--- config.mk ---
export PLATFORM = sky130hd
export DESIGN_NAME = cci_mpf_shim_tag_arb
export DESIGN_NICKNAME = d
export VERILOG_FILES = /design/src/rtl/cci_mpf_shim_tag_arb.sv
export SDC_FILE = /design/constraint.sdc
export NUM_CORES = 1
export LEC_CHECK = 0
export BUFFER_PORTS_ARGS = -buffer_cell sky130_fd_sc_hd__buf_2
export CORE_AREA = 2 2 493 495
export CTS_CLUSTER_SIZE = 10
export DETAILED_ROUTE_END_ITERATION = 7
export DIE_AREA = 0 0 495 497
export PLACE_DENSITY = 0.3
export SKIP_LAST_GASP = 1
export SLEW_MARGIN = 20
export SYNTH_ARGS = -nofsm -noshare
export SYNTH_HDL_FRONTEND = slang
export SYNTH_SLANG_ARGS = --single-unit
--- constraint.sdc ---
create_clock -name clk_i -period 6.95 [get_ports clk_i]
set_clock_uncertainty 0.05 [all_clocks]
set_input_delay 0 -clock clk_i [delete_from_list [all_inputs] [get_ports clk_i]]
set_output_delay 0 -clock clk_i [all_outputs]
set_load 0.05 [all_outputs]
--- src/rtl/cci_mpf_shim_tag_arb.sv ---
// FIU c0 read-request arbiter shared by AFU pass-through traffic and two internal MPF shims
// (VTP walker, PWRITE reader), with tagged response steering and a drain handshake.
module cci_mpf_shim_tag_arb #(
    parameter int unsigned ADDR_WIDTH      = 42,
    parameter int unsigned MDATA_WIDTH     = 16,
    parameter int unsigned DATA_WIDTH      = 512,
    parameter int unsigned RESERVED_IDX    = 15,
    parameter int unsigned MAX_OUTSTANDING = 8
) (
    input  logic                   clk_i,
    input  logic                   reset_ni,

    input  logic                   afu_req_valid_i,
    input  logic [ADDR_WIDTH-1:0]  afu_req_addr_i,
    input  logic [MDATA_WIDTH-1:0] afu_req_mdata_i,
    output logic                   afu_req_ready_o,

    input  logic                   vtp_req_valid_i,
    input  logic [ADDR_WIDTH-1:0]  vtp_req_addr_i,
    output logic                   vtp_req_ready_o,

    input  logic                   pw_req_valid_i,
    input  logic [ADDR_WIDTH-1:0]  pw_req_addr_i,
    output logic                   pw_req_ready_o,

    output logic                   fiu_req_valid_o,
    output logic [ADDR_WIDTH-1:0]  fiu_req_addr_o,
    output logic [MDATA_WIDTH-1:0] fiu_req_mdata_o,
    input  logic                   fiu_almost_full_i,

    input  logic                   fiu_rsp_valid_i,
    input  logic [MDATA_WIDTH-1:0] fiu_rsp_mdata_i,
    input  logic [DATA_WIDTH-1:0]  fiu_rsp_data_i,

    output logic [MDATA_WIDTH-1:0] rsp_mdata_o,
    output logic [DATA_WIDTH-1:0]  rsp_data_o,
    output logic                   afu_rsp_valid_o,
    output logic                   vtp_rsp_valid_o,
    output logic                   pw_rsp_valid_o,

    input  logic                   drain_req_i,
    output logic                   drain_done_o,
    output logic                   err_tag_collision_o,
    output logic                   err_orphan_rsp_o
);

    localparam int unsigned     CntW   = $clog2(MAX_OUTSTANDING) + 1;
    localparam logic [CntW-1:0] CntMax = CntW'(MAX_OUTSTANDING);
    localparam logic [CntW-1:0] CntOne = CntW'(1);

    localparam logic [1:0] SrcAfu = 2'd0;
    localparam logic [1:0] SrcVtp = 2'd1;
    localparam logic [1:0] SrcPw  = 2'd2;

    typedef enum logic [1:0] {StRun, StDrain, StDrained} state_e;

    state_e                 state_q, state_d;
    logic [1:0]             rr_q, rr_d;
    logic [CntW-1:0]        vtp_cnt_q, vtp_cnt_d, pw_cnt_q, pw_cnt_d;
    logic [2:0]             elig, grant;

    logic                   req_valid_q, req_valid_d;
    logic [ADDR_WIDTH-1:0]  req_addr_q, req_addr_d;
    logic [MDATA_WIDTH-1:0] req_mdata_q, req_mdata_d;

    logic                   afu_rsp_q, afu_rsp_d, vtp_rsp_q, vtp_rsp_d, pw_rsp_q, pw_rsp_d;
    logic [MDATA_WIDTH-1:0] rsp_mdata_q, rsp_mdata_d;
    logic [DATA_WIDTH-1:0]  rsp_data_q, rsp_data_d;
    logic                   err_tag_q, err_tag_d, err_orphan_q, err_orphan_d;

    logic                   rsp_tagged, vtp_hit, pw_hit, vtp_dec, pw_dec, orphan;

    always_comb begin
        elig[0] = afu_req_valid_i;
        elig[1] = vtp_req_valid_i && (state_q == StRun) && (vtp_cnt_q < CntMax);
        elig[2] = pw_req_valid_i && (state_q == StRun) && (pw_cnt_q < CntMax);
    end

    // Rotating priority starting at rr_q; readies are forced low while reset is asserted.
    always_comb begin
        grant = 3'b000;
        if (reset_ni && !fiu_almost_full_i) begin
            case (rr_q)
                SrcVtp: begin
                    if (elig[1])      grant = 3'b010;
                    else if (elig[2]) grant = 3'b100;
                    else if (elig[0]) grant = 3'b001;
                end
                SrcPw: begin
                    if (elig[2])      grant = 3'b100;
                    else if (elig[0]) grant = 3'b001;
                    else if (elig[1]) grant = 3'b010;
                end
                default: begin
                    if (elig[0])      grant = 3'b001;
                    else if (elig[1]) grant = 3'b010;
                    else if (elig[2]) grant = 3'b100;
                end
            endcase
        end
    end

    always_comb begin
        rr_d        = rr_q;
        req_valid_d = |grant;
        req_addr_d  = req_addr_q;
        req_mdata_d = req_mdata_q;
        if (grant[0]) begin
            rr_d                      = SrcVtp;
            req_addr_d                = afu_req_addr_i;
            req_mdata_d               = afu_req_mdata_i;
            req_mdata_d[RESERVED_IDX] = 1'b0;
        end else if (grant[1]) begin
            rr_d                      = SrcPw;
            req_addr_d                = vtp_req_addr_i;
            req_mdata_d               = '0;
            req_mdata_d[RESERVED_IDX] = 1'b1;
        end else if (grant[2]) begin
            rr_d                      = SrcAfu;
            req_addr_d                = pw_req_addr_i;
            req_mdata_d               = '0;
            req_mdata_d[RESERVED_IDX] = 1'b1;
            req_mdata_d[0]            = 1'b1;
        end
    end

    always_comb begin
        rsp_tagged = fiu_rsp_mdata_i[RESERVED_IDX];
        vtp_hit    = fiu_rsp_valid_i && rsp_tagged && !fiu_rsp_mdata_i[0];
        pw_hit     = fiu_rsp_valid_i && rsp_tagged && fiu_rsp_mdata_i[0];
        vtp_dec    = vtp_hit && (vtp_cnt_q != '0);
        pw_dec     = pw_hit && (pw_cnt_q != '0);
        orphan     = (vtp_hit && (vtp_cnt_q == '0)) || (pw_hit && (pw_cnt_q == '0));

        afu_rsp_d   = fiu_rsp_valid_i && !rsp_tagged;
        vtp_rsp_d   = vtp_dec;
        pw_rsp_d    = pw_dec;
        rsp_mdata_d = fiu_rsp_valid_i ? fiu_rsp_mdata_i : rsp_mdata_q;
        rsp_data_d  = fiu_rsp_valid_i ? fiu_rsp_data_i : rsp_data_q;

        err_tag_d    = err_tag_q || (grant[0] && afu_req_mdata_i[RESERVED_IDX]);
        err_orphan_d = err_orphan_q || orphan;
    end

    always_comb begin
        vtp_cnt_d = vtp_cnt_q;
        if (grant[1] && !vtp_dec)      vtp_cnt_d = vtp_cnt_q + CntOne;
        else if (!grant[1] && vtp_dec) vtp_cnt_d = vtp_cnt_q - CntOne;

        pw_cnt_d = pw_cnt_q;
        if (grant[2] && !pw_dec)       pw_cnt_d = pw_cnt_q + CntOne;
        else if (!grant[2] && pw_dec)  pw_cnt_d = pw_cnt_q - CntOne;
    end

    // Drain completion looks at next-cycle counts so drain_done follows the last response by one cycle.
    always_comb begin
        state_d = state_q;
        unique case (state_q)
            StRun: begin
                if (drain_req_i) state_d = StDrain;
            end
            StDrain: begin
                if ((vtp_cnt_d == '0) && (pw_cnt_d == '0)) state_d = StDrained;
                else if (!drain_req_i)                      state_d = StRun;
            end
            StDrained: begin
                if (!drain_req_i) state_d = StRun;
            end
            default: state_d = StRun;
        endcase
    end

    always_ff @(posedge clk_i or negedge reset_ni) begin
        if (!reset_ni) begin
            state_q      <= StRun;
            rr_q         <= SrcAfu;
            vtp_cnt_q    <= '0;
            pw_cnt_q     <= '0;
            req_valid_q  <= 1'b0;
            req_addr_q   <= '0;
            req_mdata_q  <= '0;
            afu_rsp_q    <= 1'b0;
            vtp_rsp_q    <= 1'b0;
            pw_rsp_q     <= 1'b0;
            rsp_mdata_q  <= '0;
            rsp_data_q   <= '0;
            err_tag_q    <= 1'b0;
            err_orphan_q <= 1'b0;
        end else begin
            state_q      <= state_d;
            rr_q         <= rr_d;
            vtp_cnt_q    <= vtp_cnt_d;
            pw_cnt_q     <= pw_cnt_d;
            req_valid_q  <= req_valid_d;
            req_addr_q   <= req_addr_d;
            req_mdata_q  <= req_mdata_d;
            afu_rsp_q    <= afu_rsp_d;
            vtp_rsp_q    <= vtp_rsp_d;
            pw_rsp_q     <= pw_rsp_d;
            rsp_mdata_q  <= rsp_mdata_d;
            rsp_data_q   <= rsp_data_d;
            err_tag_q    <= err_tag_d;
            err_orphan_q <= err_orphan_d;
        end
    end

    assign afu_req_ready_o     = grant[0];
    assign vtp_req_ready_o     = grant[1];
    assign pw_req_ready_o      = grant[2];
    assign fiu_req_valid_o     = req_valid_q;
    assign fiu_req_addr_o      = req_addr_q;
    assign fiu_req_mdata_o     = req_mdata_q;
    assign rsp_mdata_o         = rsp_mdata_q;
    assign rsp_data_o          = rsp_data_q;
    assign afu_rsp_valid_o     = afu_rsp_q;
    assign vtp_rsp_valid_o     = vtp_rsp_q;
    assign pw_rsp_valid_o      = pw_rsp_q;
    assign drain_done_o        = (state_q == StDrained);
    assign err_tag_collision_o = err_tag_q;
    assign err_orphan_rsp_o    = err_orphan_q;

endmodule

==> results.yml <==
timing:
  period_share_pct: 55.58
  final.min_clock_period_ps: 3863
  slew_viol_final: 0
  maxSlewHeadroom_pct: 25.17
  maxClockFrequency_ghz: 0.2589
  rsz0062_at_grt: "no"
  setup_violations: 0
  setup_tns_ps: 0
  hold_violations: 0
  hold_slack_ps: 66.41
  worstMarginPinSlew_ps: 1122
die:
  num_io_pins: 1274
  coreArea_mm2: 0.2401
  num_rows: 180
  die_w_um: 495
  start_util_pct: 9.709
  die-area_mm2: 0.2460
  die_h_um: 497
placement:
  gp_congestion: 0.8286
  hpwlAfterDp_mm: 123.6
  dp.cells: 5887
  io_buffers: 1273
global_routing:
  grt_pass1_wl_mm: 210.1
  grt_pass1_vias: 25220
  grt_max_degree: 132
  grt_overflow: 0
  antenna_found_initial: 79
  grt_usage_pct: 12.23
worst_setup_path:
  reg2reg_depth: 11
  worstSetupPathDepth: 11
  critical_path_class: "flip-flop to flip-flop"
  crit_fanout: 42
  cp_num_buf_inv: 4
  cp-start-kind: "flip-flop"
  path_delay_family: "buffers and inverters"
  crit_path_end_kind: "flip-flop"
  max_stage_delay_ps: 590
  arrival_ps: 4460
  crit_slowest_cell: "or4b_4"
  path_cells: "or4b_4, a21oi_1, o21bai_1, and2_0, buf_4, a21oi_2, buf_4, o21ai_1, dlygate4sd3_1, a2bb2oi_1, dlygate4sd3_1"
  required_ps: 7550
power_and_ir_drop:
  p_per_area_mw_per_mm2: 288.0
  p_int_w: 0.008471
  p_clk_share_pct: 34.0
  vdd_ir_drop_max_mv: 0.1730
  leakage_nw: 21.32
  power_w: 0.01385
  p_sw_w: 0.005381
  seqPwrFrac_pct: 31.5
  sw_frac_of_total_pct: 38.85
  power_frac_comb_pct: 34.5
routing:
  ant_nets: 0
  drtIter0Drc: 812
  wl_per_cell_um: 21.53
  wl_mm: 155.5
  vias: 23200
  drt_pass1_iterations: 5
  route.detailed.drc: 0
  viasPerCell: 3.213
yosys:
  syn-num-nets: 2180
  syn_area_per_cell_um2: 15.58
  synthCells: 1496
  synth_compound_area_share_pct: 5.174
  ys_seq_area_share_pct: 64.84
  synthMuxAreaShare_pct: 25.50
  synthArstFlopShare_pct: 100.0
  synth_seq_cells: 604
  synth_top_family_by_area: "multiplexers"
  netlist.area_leader.share_pct: 64.84
  synth_simple_gate_area_share_pct: 2.152
  ys_types: 59
  synth_area_mm2: 0.02331
  synth_warnings: 0
  synth_adder_area_share_pct: 0.3221
  synth-main-ff-cell: "dfrtp_1"
  yosys-top-cells-area: "dfrtp_1 (65%), mux2_2 (25%), a2bb2oi_1 (1.6%), clkbuf_1 (1.1%), o21ai_0 (0.90%)"
  netlist.top_cell.by_area: "dfrtp_1"
  synthXorXnorAreaFrac_pct: 0.1879
  synth_edf_count: 0
cells_and_area:
  final_core_util_pct: 20.03
  num-nets-final: 4620
  layout-drive-gt1-share_pct: 49.38
  area_growth_syn_to_layout_pct: 106.4
  final_cells: 7223
clocking:
  cts.sinks: 604
  clock_latency_ps: 710
  htreeDepth: 3
  ctsRootBufferMaster: "clkbuf_16"
  clk_pin_slew_worst_paths_ps: 60
  ctsResizeCount: 0
  cts_tree: "done"
  holdBufCountCts: 1144
  cts_buffers: 88
  cts_setup_buffers: 0
  clockBufferDepth: 3
job:
  maxCapViolations: 0
hold_path:
  hold_depth: 3
  hp-class: "input port to flip-flop"
outcome:
  status: "finished, final reports clean"
-- final timing paths --
| check | startpoint | end | slack, ps |
|---|---|---|---|
| setup / recovery | state_q[1] | fiu_req_addr_o[36] | 3090 |
| hold / removal | fiu_rsp_data_i[464] | rsp_data_o[464] | 70 |
| setup reg to reg | state_q[1] | fiu_req_addr_o[36] | 3090 |
| hold reg to reg | err_tag_collision_o | err_tag_collision_o | 400 |
| max in group asynchronous | reset_ni | afu_rsp_valid_o | 4730 |
| min in group asynchronous | reset_ni | rsp_data_o[245] | 410 |
-- flip-flops by register name (all words and copies together), names as in the netlist --
| name | count |
|---|---|
| afu_rsp_valid_o | 1 |
| err_orphan_rsp_o | 1 |
| err_tag_collision_o | 1 |
| fiu_req_addr_o | 42 |
| fiu_req_mdata_o | 16 |
| fiu_req_valid_o | 1 |
| pw_cnt_q | 4 |
| pw_rsp_valid_o | 1 |
| rr_q | 2 |
| rsp_data_o | 512 |
| rsp_mdata_o | 16 |
| state_q | 2 |
| vtp_cnt_q | 4 |
| vtp_rsp_valid_o | 1 |
-- power by group through the flow --
stage | registers, W | logic (W) | clock network [W]
after floorplan | 0.00609 | 0.000875 | 0
after global placement | 0.00441 | 0.00406 | 0
after global routing | 0.00443 | 0.00505 | 0.00507
final | 0.00436 | 0.00478 | 0.00471
after detailed placement | 0.00441 | 0.00406 | 0
after CTS | 0.00436 | 0.00486 | 0.00495
-- stage by stage --
step           area, µm²  setup slack, ps
2_1_floorplan      23310             4321
3_3_place_gp       33570             3652
3_5_place_dp       33570             3670
4_1_cts            48020             3124
5_1_grt            48070             2911
6_report           48100             3087
-- layout by cell type (no fill, tap or decap), drive strengths merged, types with 3 or more instances in the layout --
cell type    Yosys  layout
xnor2            5       5
dlygate4sd3      0    1143
o31ai            4       4
a31oi           24      24
nand3            6       6
buf             19    1295
inv             13      19
nor2            13      13
a221oi           3       3
a2bb2oi         42      42
a22o            14      14
nor3             3       3
a22oi           19      19
nand2           11      11
and3            27      27
bufinv           0       5
clkinv           2      19
a21oi            8       8
dfrtp          604     604
o21ai           48      48
ha               6       6
clkbuf          69     131
diode            0      32
mux2           527     527
-- layout make-up --
class	instances	area, µm²
well taps	3185	3985
multi-input cells	789	7776
inverters	15	66.31
repair buffers	2438	18090
flip-flops and latches	604	15110
clock inverters	29	421.7
fillers	26500	192000
diodes	32	80.08
clock buffers	131	2564
-- layer usage --
| layer | GRT usage (%) | routed length (µm) | share of wire [%] |
|---|---|---|---|
| met4 | 4.281 | 6145 | 4.0 |
| met1 | 13.24 | 58600 | 38 |
| met2 | 20.53 | 72550 | 47 |
| met3 | 6.039 | 17810 | 11 |
| met5 | 0 | 383 | 0.25 |
-- worst reg2reg max path: stages (launching register included) --
cell	delay, ps
dfrtp_1	450
or4b_4	590
a21oi_1	160
o21bai_1	100
and2_0	250
buf_4	240
a21oi_2	150
buf_4	420
o21ai_1	120
dlygate4sd3_1	580
a2bb2oi_1	130
dlygate4sd3_1	560
-- Yosys cell counts, types with 2 or more instances --
cell type    n
a221oi_1     3
a22oi_1     19
a22o_1      14
o21ai_0     42
nor2b_1      2
o21bai_1     2
xnor2_1      5
buf_1        4
nor2_1       9
a21oi_1      7
nor2_2       2
nand2b_1     2
a2bb2oi_1   42
mux2_2     527
o31ai_1      3
o21ai_1      6
o22ai_1      2
inv_2        2
a31oi_1     24
nor3_1       2
clkinv_4     2
nand2_1      9
nor2_4       2
dfrtp_1    604
a21o_1       2
and3_1      26
ha_1         6
clkbuf_1    69
buf_2       13
nand3_1      5
inv_1       11
-- kinds of logic (layout without fill, tap and decap cells) --
family | after synthesis | after routing
DFF | 604 | 604
muxes | 528 | 528
AOI/OAI and AO/OA | 172 | 172
buffers and inverters | 103 | 2613
and+or+nand+nor | 78 | 78
adders and majority gates | 6 | 6
xor gates and xnor gates | 5 | 5
other | 0 | 32
No activity file was read; power rests on OpenSTA's default activity.
